==> src/rtl/vga_fb_sram_arbiter.sv <==
`default_nettype none
// ============================================================================
//  Module   : vga_fb_sram_arbiter
//  Purpose  : Framebuffer engine sharing one asynchronous single-port SRAM
//             between display prefetch (fixed priority) and a buffered CPU
//             write path. It also expands RGB332/RGB565 pixels to 4:4:4 VGA.
//  Revision : 1.0  initial release
// ============================================================================
module vga_fb_sram_arbiter #(
    parameter int X_W        = 10,
    parameter int Y_W        = 10,
    parameter int H_ACTIVE   = 640,
    parameter int V_ACTIVE   = 480,
    parameter int H_TOTAL    = 800,
    parameter int V_TOTAL    = 525,
    parameter int SCALE_LOG2 = 1,
    parameter int PIX_W      = 8,
    parameter int AW         = 17,
    parameter int FIFO_DEPTH = 8,
    parameter int WR_MODE    = 0
) (
    input  logic                          clk,
    input  logic                          reset,
    input  logic                          pix_en,
    input  logic [X_W-1:0]                hpos,
    input  logic [Y_W-1:0]                vpos,
    input  logic                          display_on,
    input  logic                          wr_valid,
    output logic                          wr_ready,
    input  logic [AW-1:0]                 wr_addr,
    input  logic [PIX_W-1:0]              wr_data,
    output logic [AW-1:0]                 sram_addr,
    output logic                          sram_we_n,
    output logic [PIX_W-1:0]              sram_wdata,
    output logic                          sram_wdata_oe,
    input  logic [PIX_W-1:0]              sram_rdata,
    output logic [3:0]                    vga_r,
    output logic [3:0]                    vga_g,
    output logic [3:0]                    vga_b,
    output logic [$clog2(FIFO_DEPTH):0]   fifo_level,
    output logic                          frame_start
);

    localparam int c_PTR_W      = $clog2(FIFO_DEPTH);
    localparam int c_SUB_MASK   = (1 << SCALE_LOG2) - 1;
    localparam int c_LINE_WORDS = H_ACTIVE >> SCALE_LOG2;

    // ------------------------------------------------------------------
    // Next screen position and read-slot detection
    // ------------------------------------------------------------------
    logic             w_h_wrap;
    logic             w_v_wrap;
    logic [X_W-1:0]   w_nh;
    logic [Y_W-1:0]   w_nv;
    logic             w_read_slot;
    logic [AW-1:0]    w_rd_addr;

    // Position the timing generator moves to on this pix_en
    always_comb begin
        w_h_wrap = (hpos == X_W'(H_TOTAL - 1));
        w_v_wrap = (vpos == Y_W'(V_TOTAL - 1));
        w_nh     = w_h_wrap ? '0 : hpos + 1'b1;
        w_nv     = vpos;
        if (w_h_wrap) begin
            w_nv = w_v_wrap ? '0 : vpos + 1'b1;
        end
    end

    // A fetch is needed on the first screen column of each replicated group
    assign w_read_slot = pix_en
                       && (w_nh < X_W'(H_ACTIVE))
                       && (w_nv < Y_W'(V_ACTIVE))
                       && (((w_nh & X_W'(c_SUB_MASK)) == '0) || (w_nh == '0));

    assign w_rd_addr = AW'(w_nv >> SCALE_LOG2) * AW'(c_LINE_WORDS)
                     + AW'(w_nh >> SCALE_LOG2);

    // ------------------------------------------------------------------
    // Write FIFO
    // ------------------------------------------------------------------
    logic [AW-1:0]     r_fifo_addr [FIFO_DEPTH];
    logic [PIX_W-1:0]  r_fifo_data [FIFO_DEPTH];
    logic [c_PTR_W:0]  r_wptr;
    logic [c_PTR_W:0]  r_rptr;
    logic [c_PTR_W:0]  w_level;
    logic              w_full;
    logic              w_empty;
    logic              w_push;
    logic              w_issue;
    logic              w_vblank_ok;
    logic              r_wr_last;

    assign w_level    = r_wptr - r_rptr;
    assign w_full     = (w_level == (c_PTR_W + 1)'(FIFO_DEPTH));
    assign w_empty    = (w_level == '0);
    assign wr_ready   = !w_full;
    assign fifo_level = w_level;
    assign w_push     = wr_valid && wr_ready;

    // Writes may use the bus only where display reads never need it, and
    // never in the cycle right after a write (data-bus turnaround)
    assign w_vblank_ok = (WR_MODE == 0) || (vpos >= Y_W'(V_ACTIVE));
    assign w_issue     = !w_read_slot && !w_empty && !r_wr_last && w_vblank_ok;

    // FIFO storage; contents are only meaningful between the pointers
    always_ff @(posedge clk) begin
        if (w_push) begin
            r_fifo_addr[r_wptr[c_PTR_W-1:0]] <= wr_addr;
            r_fifo_data[r_wptr[c_PTR_W-1:0]] <= wr_data;
        end
    end

    // FIFO pointers; reset discards everything queued
    always_ff @(posedge clk or posedge reset) begin
        if (reset) begin
            r_wptr <= '0;
            r_rptr <= '0;
        end else begin
            if (w_push) begin
                r_wptr <= r_wptr + 1'b1;
            end
            if (w_issue) begin
                r_rptr <= r_rptr + 1'b1;
            end
        end
    end

    // ------------------------------------------------------------------
    // SRAM bus (registered) and read data capture
    // ------------------------------------------------------------------
    logic [AW-1:0]     r_last_rd_addr;
    logic              r_rd_bus;
    logic [PIX_W-1:0]  r_fetch;
    logic              r_fetch_new;

    // Drive one bus cycle: display read, queued write, or park on last read
    always_ff @(posedge clk or posedge reset) begin
        if (reset) begin
            sram_addr      <= '0;
            sram_we_n      <= 1'b1;
            sram_wdata     <= '0;
            sram_wdata_oe  <= 1'b0;
            r_last_rd_addr <= '0;
            r_wr_last      <= 1'b0;
            r_rd_bus       <= 1'b0;
        end else begin
            r_wr_last     <= w_issue;
            r_rd_bus      <= w_read_slot;
            sram_we_n     <= !w_issue;
            sram_wdata_oe <= w_issue;
            if (w_read_slot) begin
                sram_addr      <= w_rd_addr;
                r_last_rd_addr <= w_rd_addr;
            end else if (w_issue) begin
                sram_addr  <= r_fifo_addr[r_rptr[c_PTR_W-1:0]];
                sram_wdata <= r_fifo_data[r_rptr[c_PTR_W-1:0]];
            end else begin
                sram_addr <= r_last_rd_addr;
            end
        end
    end

    // Capture read data at the end of the read bus cycle; flag it as fresh
    always_ff @(posedge clk or posedge reset) begin
        if (reset) begin
            r_fetch     <= '0;
            r_fetch_new <= 1'b0;
        end else if (r_rd_bus) begin
            r_fetch     <= sram_rdata;
            r_fetch_new <= 1'b1;
        end else if (pix_en) begin
            r_fetch_new <= 1'b0;
        end
    end

    // ------------------------------------------------------------------
    // Display register, colour expansion and VGA outputs
    // ------------------------------------------------------------------
    logic [PIX_W-1:0]  r_disp;
    logic [PIX_W-1:0]  w_disp_next;
    logic [3:0]        w_r;
    logic [3:0]        w_g;
    logic [3:0]        w_b;

    assign w_disp_next = (pix_en && r_fetch_new) ? r_fetch : r_disp;

    generate
        if (PIX_W == 16) begin : g_rgb565
            assign w_r = w_disp_next[15:12];
            assign w_g = w_disp_next[10:7];
            assign w_b = w_disp_next[4:1];
        end else begin : g_rgb332
            assign w_r = {w_disp_next[7:5], |w_disp_next[7:5]};
            assign w_g = {w_disp_next[4:2], |w_disp_next[4:2]};
            assign w_b = {w_disp_next[1:0], |w_disp_next[1:0], w_disp_next[1]};
        end
    endgenerate

    // Hold the fetched pixel across its replicated columns and drive VGA
    always_ff @(posedge clk or posedge reset) begin
        if (reset) begin
            r_disp      <= '0;
            vga_r       <= '0;
            vga_g       <= '0;
            vga_b       <= '0;
            frame_start <= 1'b0;
        end else begin
            r_disp      <= w_disp_next;
            vga_r       <= display_on ? w_r : 4'h0;
            vga_g       <= display_on ? w_g : 4'h0;
            vga_b       <= display_on ? w_b : 4'h0;
            frame_start <= pix_en && w_h_wrap && w_v_wrap;
        end
    end

endmodule
`default_nettype wire
==> config.mk <==
export PLATFORM = sky130hd
export DESIGN_NAME = vga_fb_sram_arbiter
export DESIGN_NICKNAME = d
export VERILOG_FILES = /design/src/rtl/vga_fb_sram_arbiter.sv
export SDC_FILE = /design/constraint.sdc
export NUM_CORES = 1
export LEC_CHECK = 0
export ABC_AREA = 1
export ABC_CLOCK_PERIOD_IN_PS = 3400
export CAP_MARGIN = 20
export CELL_PAD_IN_SITES_DETAIL_PLACEMENT = 1
export CELL_PAD_IN_SITES_GLOBAL_PLACEMENT = 1
export CORE_ASPECT_RATIO = 0.6
export CORE_MARGIN = 1
export CORE_UTILIZATION = 40
export CTS_CLUSTER_SIZE = 20
export DETAILED_ROUTE_END_ITERATION = 8
export PLACE_DENSITY = 0.77
export SLEW_MARGIN = 20
export SYNTH_ARGS = -nofsm -noshare
export SYNTH_HDL_FRONTEND = slang
export SYNTH_SLANG_ARGS = --single-unit
==> constraint.sdc <==
create_clock -name clk -period 3.4 [get_ports clk]
set_input_delay 0.68 -clock clk [delete_from_list [all_inputs] [get_ports clk]]
set_output_delay 0.68 -clock clk [all_outputs]
set_load 0.005 [all_outputs]
# Word-level counts from Yosys, hierarchy flattened
# Memories as Yosys holds them, arrays and structs flattened. A register that Yosys moved wholly into a read port is not among the register bits.
# Index checks and enable logic that the tools add are counted.
totals:
  latchBits: 0
  register_bits: 75
  word_cells: 65
  romBits: 0
  mem_bits_rw: 200
  memories: 2
op_classes:
  div: 0
  add_sub_neg: 6
  eq_ne: 3
  n_mul: 1
  n_bitwise: 1
  n_shift: 0
  muxes: 13
  reduce_logical: 23
  n_lt_le_gt_ge: 2
mem_list:
  columns: ["memory", "depth", "width", "rd", "rd_ports_with_merged_regs", "wr", "line", "text"]
  rows:
  - ["r_fifo_addr", 8, 17, 1, 0, 1, "81", "logic [AW-1:0] r_fifo_addr [FIFO_DEPTH];"]
  - ["r_fifo_data", 8, 8, 1, 1, 1, "82", "logic [PIX_W-1:0] r_fifo_data [FIFO_DEPTH];"]
op_table:
  columns: ["operator", "n"]
  rows:
  - ["17-bit two-way mux", 2]
  - ["10-bit two-way mux", 3]
  - ["10-bit by 1-bit adder with 10-bit output, second input constant", 2]
  - ["10-bit == test, second input constant", 2]
  - ["10-bit logical NOT", 2]
  - ["17-bit by 9-bit adder with 17-bit output", 1]
  - ["4-bit two-way mux", 3]
  - ["9-bit by 3-bit multiplier with 11-bit output, second input constant", 1]
  - ["10-bit less-than comparator, second input constant", 1]
  - ["10-bit by 9-bit less-than comparator with 1-bit output, second input constant", 1]
  - ["1-bit logical AND", 9]
  - ["4-bit by 1-bit adder with 4-bit output, second input constant", 2]
  - ["8-bit two-way mux", 1]
  - ["3-bit OR reduction", 2]
  - ["1-bit logical NOT", 5]
  - ["4-bit == test, second input constant", 1]
  - ["4-bit logical NOT", 1]
  - ["1-bit two-way mux", 4]
  - ["4-bit subtractor", 1]
  - ["2-bit AND reduction", 1]
  - ["2-bit nonzero test", 1]
  - ["2-bit OR reduction", 1]
  - ["1-bit logical OR", 1]
  - ["1-bit NOT", 1]

# Longest topological paths before layout
depth:
  ltp_word: 11
  depth_mapped: 22
  ltp_nobuf: 22

# Worst setup path before layout
# OpenSTA, ideal clock, no wires.
synth_timing:
  path_kind: "flip-flop to flip-flop"
  from: "register r_rptr[2]"
  to: "memory r_fifo_addr[7][0], enable pin"
  t_arrival_ns: 3.345
  t_required_ns: 2.991
  stages_incl_launch_ff: 15
  path_slack_ns: -0.355
  path_cell_list: "dfrtp_1 > clkbuf_1 > inv_1 > clkbuf_1 > clkbuf_1 > ha_1 > a21oi_1 > o21ai_0 > xnor2_1 > inv_1 > nand2_1 > nand2_1 > inv_1 > nand2_1 > nor2_1"
synth_via:
  elab_chain_len: 6
synth_rtl:
  columns: ["item", "line", "text"]
  rows:
  - ["from (decl)", "84", "logic [c_PTR_W:0] r_rptr;"]
  - ["from (signal assigned)", "123", "r_rptr <= r_rptr + 1'b1;"]
  - ["4-bit subtractor", "93", "assign w_level = r_wptr - r_rptr;"]
  - ["via fifo_level[3]", "40", "output logic [$clog2(FIFO_DEPTH):0] fifo_level,"]
  - ["4-bit == test", "94", "assign w_full = (w_level == (c_PTR_W + 1)'(FIFO_DEPTH));"]
  - ["1-bit logical NOT", "96", "assign wr_ready = !w_full;"]
  - ["via wr_ready", "29", "output logic wr_ready,"]
  - ["1-bit logical AND", "98", "assign w_push = wr_valid && wr_ready;"]
  - ["1-bit two-way mux", "107", "if (w_push) begin"]
  - ["1-bit two-way mux (implied by the code)", "108", "r_fifo_addr[r_wptr[c_PTR_W-1:0]] <= wr_addr;"]
  - ["to (decl)", "81", null]
# The timed path passes the listed nets, and every way through them passes these cells.

# Final worst setup path
layout_timing:
  from: "input port hpos[8]"
  to: "register sram_addr[16]"
layout_via:
  elab_chain_len: 11
layout_rtl:
  columns: ["item", "line", "text"]
  rows:
  - ["from (decl)", "25", "input logic [X_W-1:0] hpos,"]
  - ["branches (longest 10 deep; another with 17-bit by 9-bit adder with 17-bit output)", null, null]
  - ["17-bit two-way mux (*)", "151", "if (w_read_slot) begin"]
  - ["to (signal assigned)", "152", "sram_addr <= w_rd_addr;"]
  - ["to (signal assigned)", "155", "sram_addr <= r_fifo_addr[r_rptr[c_PTR_W-1:0]];"]
  - ["to (signal assigned)", "158", "sram_addr <= r_last_rd_addr;"]
  - ["to (decl)", "32", "output logic [AW-1:0] sram_addr,"]
# Mark *: on every way between the ends.
# A chain may end at the register's enable or synchronous reset.

==> reports/qor.csv <==
metric,value,unit
outcome,"finished, violations left",
failing checks,setup timing,
pin count of the biggest net entering global routing,72,
Final Wtd Congestion,0.828,
starting DRC count in detailed routing,695,
number of iterations in the first detailed-routing pass,5,
sequential area share after synthesis,65.7,%
Core ar.,30000,µm²
# DRC,0,
hold slack,0.389,ns
Simple-Gate Fraction of Synth Area,15.1,%
# IOs,103,
cts bufs inserted,26,
"Critical Path, Cell by Cell","dlygate4sd2_1, nand2_1, inv_2, nand3_4, nor2_4, buf_6, nand2_1, xor2_1, nor2_2, ha_4, fa_2, xor2_2, inv_2, nor2_2, inv_2, nor3_2, nand3_1, inv_1, nand3_1, nand3_2, nand2_1",
I/O Buffers,102,
"CTS clk-pin slew, worst paths",0.07,ns
Max Fclk,0.289,GHz
"Top FF cell, synth",edfxtp_1,
first-pass GRT wire length,53900,µm
worst reg-to-reg path cell count,12,
XOR/XNOR share of the synthesized area,1.36,%
Die X-Extent,228,µm
Buf/Inv on CP,6,
Max-Slew Margin vs Limit,52.2,%
max incr delay on CP,0.43,ns
worst path arrival time,3.90,ns
Synth Instances,1105,
Layout area overhead,27.1,%
"Cell Count, Final, Fillers Out",1722,
Yosys reg bits,282,
final clock skew,0.0266,ns
Routed Antenna Nets,0,
Yosys cell types,46,
layout cells sized above 1,18.6,%
CP max stage cell,fa_2,
Root Buffer,clkbuf_16,
portion of netlist area occupied by mux cells,0.735,%
critical path required time,3.84,ns
Fin. Hold Viols,0,
CP max FO,5,
"EDFF count, synth",200,
most area-consuming cells after synthesis,"edfxtp_1 (49%), dfrtp_1 (17%), nand2_1 (6.6%)",
clock latency on the worst-skew pair,0.55,ns
CTS sink count,282,
Peak VDD IR,0.385,mV
Reg-to-Reg End,r_fifo_data[4][1],
die area,31400,µm²
n_diodes,0,
startpoint types,input pin,
H-tree depth,1,
post-synth top area share,49.0,%
Vias/cell,5.28,
fin util,51.9,%
syn_nets,1191,
RSZ-0062 raised after global routing,yes,
dpl hpwl,22300,µm
vias in the first global route,9525,
Worst R2R Start,r_rptr[2],
Pwr per Cell Area,800,nW/µm²
final period utilization,102,%
Least-Margin Pin Slew,0.718,ns
Final WS setup,-0.0618,ns
Via Count,9093,
"top cells by count, synth","nand2_1 (216), edfxtp_1 (200), nor2_1 (118)",
Stages on worst setup path,21,
Mean Syn Cell Area,11.1,µm²
dpl cells,1660,
yosys warns,0,
CP Capture Type,register,
grt total ovfl,0,
layout net count,1380,
routed len/inst,20.5,µm
antenna violations before repair,0,
die span in y,138,µm
most frequent cell after synthesis,nand2_1,
"Async S/R FF share, synth",29.1,%
"Cell Area, Synth",12300,µm²
final setup fails,2,
Global Route Usage Sum,22.4,%
hold crit path type,input pin to async pin,
clk buf depth,3,
largest family of logic cells by synthesized area,simple AND/OR/NAND/NOR gates,
crit path kind,input pin to register,
Yosys top cell by area,edfxtp_1,
Final Max Tran Viols,0,
r2r setup slk,0.47,ns
minimum clock period,3.46,ns
CTS tree,yes,
Rows,49,
Crit path max-delay family,simple AND/OR/NAND/NOR gates,
Post-Synth Adder-Cell Area,3.04,%
post-synthesis compound-gate area fraction,9.54,%
Leak Pwr,6.30,nW
initial core utilization,40.8,%
DRT Wirelength,35300,µm
Max-cap violations,0,
-- layer usage --
metal	share of wire (%)	track usage [%]	vias to the layer above
met1	47	31.5	4611
met3	4.3	3.35	41
li1	-	-	4221
met4	1.5	4.21	0
met2	47	37.2	220
met5	0	0	-
-- state kept, by name, indices dropped and copies added (netlist names) --
register and flops:
r_wptr 4, r_fetch_new 1, vga_b 3, r_rptr 4
sram_addr 17, r_wr_last 1, r_disp 8, frame_start 1
r_fifo_data 64, sram_we_n 1, r_fetch 8, vga_r 4
r_rd_bus 1, vga_g 4, sram_wdata 8, r_last_rd_addr 17
r_fifo_addr 136
-- what timing repair did --
item / in CTS / in global routing
pin swaps: 15 / 19
setup endpoints to repair: 13 / 12
endpoints found under the hold margin: 0 / 0
hold buffers: 0 / 0
gates resized for setup: 29 / 54
buffers inserted: 6 / 8
-- how the worst max path moves through the flow --
stage          startpoint                 to  slack, ns
2_1_floorplan   r_rptr[2]  r_fifo_addr[0][0]      -0.31
6_report          hpos[8]      sram_addr[16]      -0.06
3_3_place_gp      hpos[0]      sram_addr[16]      -0.68
4_1_cts           hpos[6]      sram_addr[15]       0.02
5_1_grt           hpos[8]      sram_addr[16]      -0.19
3_5_place_dp      hpos[0]      sram_addr[13]      -0.88
-- logic make-up (layout without fill, tap and decap cells) --
logic type / after synthesis / count (layout)
compound gates: 204 / 204
fa+ha+maj: 28 / 28
mux: 8 / 8
flops: 282 / 282
xor+xnor: 19 / 19
buf+inv: 129 / 338
simple gates: 435 / 435
-- report_power, final --
group	switching, mW	internal [mW]	total [mW]
Clock	1.28	1.72	3.01
Combinational	2.88	1.81	4.69
Sequential	0.294	4.49	4.79
-- cell usage in the layout, fill, tap and decap left out, types with 26 or more instances in the layout --
| cell | Yosys | final |
|---|---|---|
| nand2_1 | 216 | 214 |
| edfxtp_1 | 200 | 200 |
| o21ai_0 | 112 | 112 |
| nor2_1 | 118 | 105 |
| buf_4 | 3 | 102 |
| clkdlybuf4s50_1 | 0 | 84 |
| dfrtp_1 | 81 | 78 |
| nand3_1 | 68 | 62 |
| inv_1 | 70 | 55 |
| o22ai_1 | 30 | 30 |
| clkbuf_16 | 0 | 26 |
-- cell type report --
class / instances / area [µm²]
clock inverters: 13 / 150
flip-flops and latches: 282 / 8060
well taps: 408 / 510
repair buffers: 215 / 1970
inverters: 75 / 290
clock buffers: 35 / 722
multi-input cells: 694 / 3880
fillers: 3223 / 14500
-- through the flow --
stage / setup TNS (ns) / power, mW / instance area (µm²) / setup WS (ns)
2_1_floorplan: -54.82 / 7.37 / 12300 / -0.314
4_1_cts: 0 / 12.5 / 15400 / 0.0222
3_3_place_gp: -7.83 / 9.17 / 14400 / -0.681
5_1_grt: -0.813 / 13.2 / 15600 / -0.193
3_5_place_dp: -10.25 / 9.41 / 14400 / -0.876
6_report: -0.104 / 12.5 / 15600 / -0.0618
Power figures use the tool's default switching activity.
